==> config.mk <==
export PLATFORM = sky130hd
export DESIGN_NAME = branch_predictor_flat
export DESIGN_NICKNAME = d
export VERILOG_FILES = /design/src/rtl/branch_predictor_if.sv /design/src/rtl/branch_predictor.sv /design/src/flat_wrapper.sv
export SDC_FILE = /design/constraint.sdc
export NUM_CORES = 2
export LEC_CHECK = 0
export CORE_MARGIN = 2
export CORE_UTILIZATION = 65
export DETAILED_ROUTE_END_ITERATION = 12
export PLACE_DENSITY = 0.92
export SLEW_MARGIN = 10
export SYNTH_ARGS = -nofsm -noshare
export SYNTH_HDL_FRONTEND = slang
export SYNTH_SLANG_ARGS = --single-unit
==> constraint.sdc <==
create_clock -name clk -period 14.1 [get_ports clk]
set_input_delay 2.82 -clock clk [delete_from_list [all_inputs] [get_ports clk]]
set_output_delay 2.82 -clock clk [all_outputs]
set_load 0.03 [all_outputs]
==> src/rtl/branch_predictor_if.sv <==
// branch_predictor_if: fetch lookup and execute resolution signals of the branch predictor.
//   Fetch:   pcF -> predTakenF, predTargetF
//   Execute: updateE, isJumpE, pcE, takenE, targetE, predTakenE, predTargetE -> mispredictE, recoverPCE
//   Stats:   branchCount, mispredCount
//   slave = predictor side, master = pipeline side.
interface branch_predictor_if #(
    parameter int ADDR_WIDTH = 32,
    parameter int CNT_WIDTH  = 32
);
    logic                  predTakenF;
    logic [ADDR_WIDTH-1:0] pcF;
    logic [ADDR_WIDTH-1:0] predTargetF;
    logic                  updateE;
    logic                  isJumpE;
    logic [ADDR_WIDTH-1:0] pcE;
    logic                  takenE;
    logic [ADDR_WIDTH-1:0] targetE;
    logic                  predTakenE;
    logic [ADDR_WIDTH-1:0] predTargetE;
    logic                  mispredictE;
    logic [ADDR_WIDTH-1:0] recoverPCE;
    logic [CNT_WIDTH-1:0]  branchCount;
    logic [CNT_WIDTH-1:0]  mispredCount;

    modport slave (
        input  pcF, updateE, isJumpE, pcE, takenE, targetE, predTakenE, predTargetE,
        output predTakenF, predTargetF, mispredictE, recoverPCE, branchCount, mispredCount
    );

    modport master (
        output pcF, updateE, isJumpE, pcE, takenE, targetE, predTakenE, predTargetE,
        input  predTakenF, predTargetF, mispredictE, recoverPCE, branchCount, mispredCount
    );
endinterface

==> src/rtl/branch_predictor.sv <==
// branch_predictor: direct-mapped BTB with 2-bit saturating counters and branch/mispredict statistics.
//   clk, rst : clock, asynchronous active-high reset
//   bp       : branch_predictor_if.slave (fetch lookup, execute update/redirect, perf counters)
module branch_predictor #(
    parameter int         ADDR_WIDTH   = 32,
    parameter int         ENTRIES      = 16,
    parameter logic [1:0] COUNTER_INIT = 2'b01,
    parameter int         CNT_WIDTH    = 32
) (
    input logic               clk,
    input logic               rst,
    branch_predictor_if.slave bp
);
    localparam int IDX   = $clog2(ENTRIES);
    localparam int TAG_W = ADDR_WIDTH - IDX - 2;

    logic                  valid   [ENTRIES];
    logic [TAG_W-1:0]      tags    [ENTRIES];
    logic [ADDR_WIDTH-1:0] targets [ENTRIES];
    logic [1:0]            ctrs    [ENTRIES];

    logic [IDX-1:0]   idxF, idxE;
    logic [TAG_W-1:0] tagF, tagE;
    logic             hitF, hitE;

    assign idxF = bp.pcF[IDX+1:2];
    assign tagF = bp.pcF[ADDR_WIDTH-1:IDX+2];
    assign idxE = bp.pcE[IDX+1:2];
    assign tagE = bp.pcE[ADDR_WIDTH-1:IDX+2];
    assign hitF = valid[idxF] && tags[idxF] == tagF;
    assign hitE = valid[idxE] && tags[idxE] == tagE;

    // Lookup sees the table as it was before this cycle's update; no bypass.
    assign bp.predTakenF  = hitF && ctrs[idxF][1];
    assign bp.predTargetF = bp.predTakenF ? targets[idxF] : bp.pcF + ADDR_WIDTH'(4);
    assign bp.mispredictE = bp.updateE && ((bp.predTakenE != bp.takenE) ||
                                           (bp.takenE && bp.predTargetE != bp.targetE));
    assign bp.recoverPCE  = bp.takenE ? bp.targetE : bp.pcE + ADDR_WIDTH'(4);

    always_ff @(posedge clk or posedge rst) begin
        if (rst) begin
            for (int i = 0; i < ENTRIES; i++) begin
                valid[i] <= 1'b0;
                ctrs[i]  <= COUNTER_INIT;
            end
            bp.branchCount  <= '0;
            bp.mispredCount <= '0;
        end else begin
            if (bp.updateE) begin
                if (hitE)
                    ctrs[idxE] <= bp.takenE ? (ctrs[idxE] == 2'd3 ? 2'd3 : ctrs[idxE] + 2'd1)
                                            : (ctrs[idxE] == 2'd0 ? 2'd0 : ctrs[idxE] - 2'd1);
                else if (bp.takenE) begin
                    valid[idxE] <= 1'b1;
                    ctrs[idxE]  <= bp.isJumpE ? 2'd3 : 2'd2;
                end
            end
            if (bp.updateE && !(&bp.branchCount))
                bp.branchCount <= bp.branchCount + CNT_WIDTH'(1);
            if (bp.mispredictE && !(&bp.mispredCount))
                bp.mispredCount <= bp.mispredCount + CNT_WIDTH'(1);
        end
    end

    // Tag/target need no reset: valid guards them. Any taken update (hit or allocate)
    // writes both; on a hit the tag is rewritten with the same value.
    always_ff @(posedge clk) begin
        if (!rst && bp.updateE && bp.takenE) begin
            tags[idxE]    <= tagE;
            targets[idxE] <= bp.targetE;
        end
    end
endmodule

==> src/flat_wrapper.sv <==
// flat-port wrapper written by rule: the top's interface ports become plain ports
module branch_predictor_flat 
#(
    parameter int         ADDR_WIDTH   = 32,
    parameter int         ENTRIES      = 16,
    parameter logic [1:0] COUNTER_INIT = 2'b01,
    parameter int         CNT_WIDTH    = 32
)
  (clk, rst, bp_pcF, bp_updateE, bp_isJumpE, bp_pcE, bp_takenE, bp_targetE, bp_predTakenE, bp_predTargetE, bp_predTakenF, bp_predTargetF, bp_mispredictE, bp_recoverPCE, bp_branchCount, bp_mispredCount);
  branch_predictor_if #(.ADDR_WIDTH(ADDR_WIDTH), .CNT_WIDTH(CNT_WIDTH)) bp_i ();
  input logic clk;
  input logic rst;
  input wire logic [$bits(bp_i.pcF)-1:0] bp_pcF;
  input wire logic [$bits(bp_i.updateE)-1:0] bp_updateE;
  input wire logic [$bits(bp_i.isJumpE)-1:0] bp_isJumpE;
  input wire logic [$bits(bp_i.pcE)-1:0] bp_pcE;
  input wire logic [$bits(bp_i.takenE)-1:0] bp_takenE;
  input wire logic [$bits(bp_i.targetE)-1:0] bp_targetE;
  input wire logic [$bits(bp_i.predTakenE)-1:0] bp_predTakenE;
  input wire logic [$bits(bp_i.predTargetE)-1:0] bp_predTargetE;
  output wire logic [$bits(bp_i.predTakenF)-1:0] bp_predTakenF;
  output wire logic [$bits(bp_i.predTargetF)-1:0] bp_predTargetF;
  output wire logic [$bits(bp_i.mispredictE)-1:0] bp_mispredictE;
  output wire logic [$bits(bp_i.recoverPCE)-1:0] bp_recoverPCE;
  output wire logic [$bits(bp_i.branchCount)-1:0] bp_branchCount;
  output wire logic [$bits(bp_i.mispredCount)-1:0] bp_mispredCount;
  assign bp_i.pcF = bp_pcF;
  assign bp_i.updateE = bp_updateE;
  assign bp_i.isJumpE = bp_isJumpE;
  assign bp_i.pcE = bp_pcE;
  assign bp_i.takenE = bp_takenE;
  assign bp_i.targetE = bp_targetE;
  assign bp_i.predTakenE = bp_predTakenE;
  assign bp_i.predTargetE = bp_predTargetE;
  assign bp_predTakenF = bp_i.predTakenF;
  assign bp_predTargetF = bp_i.predTargetF;
  assign bp_mispredictE = bp_i.mispredictE;
  assign bp_recoverPCE = bp_i.recoverPCE;
  assign bp_branchCount = bp_i.branchCount;
  assign bp_mispredCount = bp_i.mispredCount;
  branch_predictor #(.ADDR_WIDTH(ADDR_WIDTH), .ENTRIES(ENTRIES), .COUNTER_INIT(COUNTER_INIT), .CNT_WIDTH(CNT_WIDTH)) u_core (.clk(clk), .rst(rst), .bp(bp_i));
endmodule
==> impl_metrics.toml <==
[worst_setup_path]
crit_type = "input pin to output port"
start_kind = "input pin"
cp.required_ns = 11.28
slowest_stage = "nor3b_1"
cp_max_fo = 21
path_common_cell = "nand3_1"
crit_buf_inv = 2
crit_family = "simple AND/OR/NAND/NOR gates"
cpPeakStageDelay_ns = 1.15
rrSetupSlack_ns = 9.98
worst_setup_path_end_kind = "output port"
crit_arrival_ns = 8.85
path_cells = "clkdlybuf4s50_1 -> nand3_1 -> nor4_1 -> nor3b_1 -> nor2b_1 -> nand3_1 -> nor2_1 -> nand3_1 -> xor2_1 -> o21ai_0 -> clkdlybuf4s50_1"

[routing]
drt_wl_total_mm = 149
vias_per_cell = 7.75
dr.pass1.iters = 9
route.detailed.drc = 0
via_count = 29600
avgRoutedWirePerCell_um = 39.0
ant_nets = 0
drt-initial-drc-count = 5529

[cts]
cts_resized = 0
tritoncts = "done"
clockBufferDepth = 3
clk_pin_slew_worst_paths_ns = 0.06
clockRootBuffer = "clkbuf_16"
clock_latency_ns = 0.67
cts_made_buffers = 100
clock_sinks = 1040
postCtsSetupBuffers = 0
ctsHoldBuffers = 0
htree_levels = 3

[power_and_ir_drop]
clockPowerShare = 0.390
ir_drop_mv = 0.121
finalPower_uw = 7010
switchingPower_uw = 1700
p_leak_uw = 0.0173
internal_power_uw = 5310
swShare = 0.242
powerDensity_mw_per_mm2 = 131
pwr-share-seq = 0.498
power_frac_comb = 0.111

[yosys]
synth_area_leaders = "edfxtp_1, mux4_2, dfrtp_1, xnor2_1, xor2_1"
synth_common_cells = "edfxtp_1, mux4_2, nand2_1, xnor2_1, dfrtp_1"
synth_fp_nets = 2652
synth_area_leader_cell = "edfxtp_1"
ys_ff_latch = 1040
synth_top_area_frac = 0.601
synth.most_common_cell = "edfxtp_1"
synth_ff_type = "edfxtp_1"
syn_area_mm2 = 0.0464
synthCells = 2511
ys_warn_count = 0
async_reset_ff_frac = 0.108
avgSynthCellArea_um2 = 18.5
synth_edf_count = 928
yosysSeqAreaShare = 0.662
synth_cell_type_count = 65

[cells_and_area]
fin_area_mm2 = 0.0534
area_delta_synth_final_pct = 15.2
fillers = 3546
fin_nets = 2926
layout-drive-gt1-share = 0.233

[grt]
overflow = 0
grt_usage = 0.410
grt_max_degree = 150
grt_pass1_wl_mm = 212
first_global_vias = 29800
antenna_found_initial = 22

[timing]
hold_viol = 0
worst_pin_slew_ns = 1.38
maxSlewHeadroom = 0.0741
fin_skew_ns = 0.0250
grt_setup_unrepaired = "false"
fmax_mhz = 85.7
tns_ns = 0
period_minus_slack_ns = 11.67
min_period_over_period = 0.827
drv_slew = 0
setup_viol = 0

[place]
gp_congestion = 1.04
port_buffers = 263
place_area_mm2 = 0.0501
dp_hpwl_mm = 83.4

[floorplanning]
die_w_um = 271
rows = 97
start_util = 0.660
core-area_mm2 = 0.0703
io_pins = 264
dieHeight_um = 271
dieArea_mm2 = 0.0735

[hold_path]
hold_path_class = "flip-flop to flip-flop"

[status]
status = "finished clean"

[flow_run]
maxCapViolations = 0
==> worst reg2reg max path, stage by stage, from the launching register on <==
cell and delay [ns]:
edfxtp_1 0.44, mux4_2 0.53, mux2i_1 0.24, xor2_1 0.67
o2111ai_1 0.39, a211oi_2 0.50, a31oi_2 0.56, nor3b_1 0.52
o22a_1 0.19
==> final cells by class <==
class	count	area [um^2]	area share
Clock inverter	54	633	0.0119
Sequential cell	1040	30700	0.574
Antenna cell	9	22.5	0.000422
Inverter	42	160	0.00300
Multi-Input combinational cell	1281	15000	0.280
Timing Repair Buffer	320	3110	0.0583
Tap cell	940	1180	0.0220
Clock buffer	128	2660	0.0498
==> path summary, 6_finish.rpt <==
check / startpoint / to / depth (start not counted)
worst max-delay path: bp_pcE[6] / bp_recoverPCE[31] / 11
max in group asynchronous: rst / u_core.valid[9] / 3
min in group asynchronous: rst / u_core.bp.branchCount[11] / 2
worst min register to register: u_core.bp.mispredCount[7] / u_core.bp.mispredCount[7] / 1
worst max register to register: u_core.tags[4][3] / u_core.ctrs[3] / 8
worst min-delay path: u_core.bp.mispredCount[7] / u_core.bp.mispredCount[7] / 1
==> power by group through the flow <==
stage	Sequential [uW]	Clock, uW	Combinational (uW)
4_1_cts	3490	2740	756
3_5_place_dp	3550	0	739
2_1_floorplan	3570	0	397
6_report	3490	2740	781
3_3_place_gp	3540	0	717
5_1_grt	3500	2840	804
==> cells in the final DEF, fill, tap and decap left out, types with 10 or more instances in the layout <==
cell type	n
edfxtp_1	928
mux4_2	397
clkdlybuf4s50_1	256
nand2_1	129
xnor2_1	120
clkbuf_16	102
dfrtp_1	96
xor2_1	84
nor2_1	66
nand3_1	63
buf_4	55
o21ai_0	45
mux2i_1	44
nand4_1	41
inv_1	38
a21oi_1	32
clkbuf_1	25
and3_1	24
nor3_1	21
clkinv_2	20
o22ai_1	19
o22a_1	17
clkinv_1	16
nor2_4	16
o21bai_1	16
dfstp_2	16
nor4_1	12
bufinv_16	12
nor2b_1	10
nor3b_2	10
==> metal layers <==
metal	vias up	GRT usage	wire length (um)
met5	-	0	181
met4	28	0.251	11700
met3	917	0.162	24300
met2	3340	0.609	67300
met1	14500	0.514	45000
li1	10800	-	-
==> state kept, by name, summed over array words and instances (netlist names) <==
register,flops
u_core.targets,512
u_core.bp.branchCount,32
u_core.ctrs,32
u_core.valid,16
u_core.bp.mispredCount,32
u_core.tags,416
==> stage by stage <==
stage                     utilization  cells  hold WS [ns]  setup slack, ns
after floorplan                     -   2511         0.451             4.90
after global placement          0.712   3621         0.466             3.03
after detailed placement        0.713   3622         0.474             2.86
after CTS                       0.760   3804         0.483             2.77
after global routing            0.760   3807         0.500             2.43
final                           0.760   3814         0.485             2.43
==> logic make-up (layout without fill, tap and decap cells) <==
group | after synthesis | count (layout) | share of synthesized area
AO/OA/AOI/OAI | 188 | 188 | 0.0273
flip-flops | 1040 | 1040 | 0.662
multiplexers | 451 | 451 | 0.205
adder cells (fa/ha/maj) | 9 | 9 | 0.00232
buffers and inverters | 190 | 544 | 0.0183
other | 0 | 9 | 0
XOR/XNOR | 204 | 204 | 0.0385
AND/OR/NAND/NOR | 429 | 429 | 0.0468
Note: power is estimated with default switching activity, not from simulation.
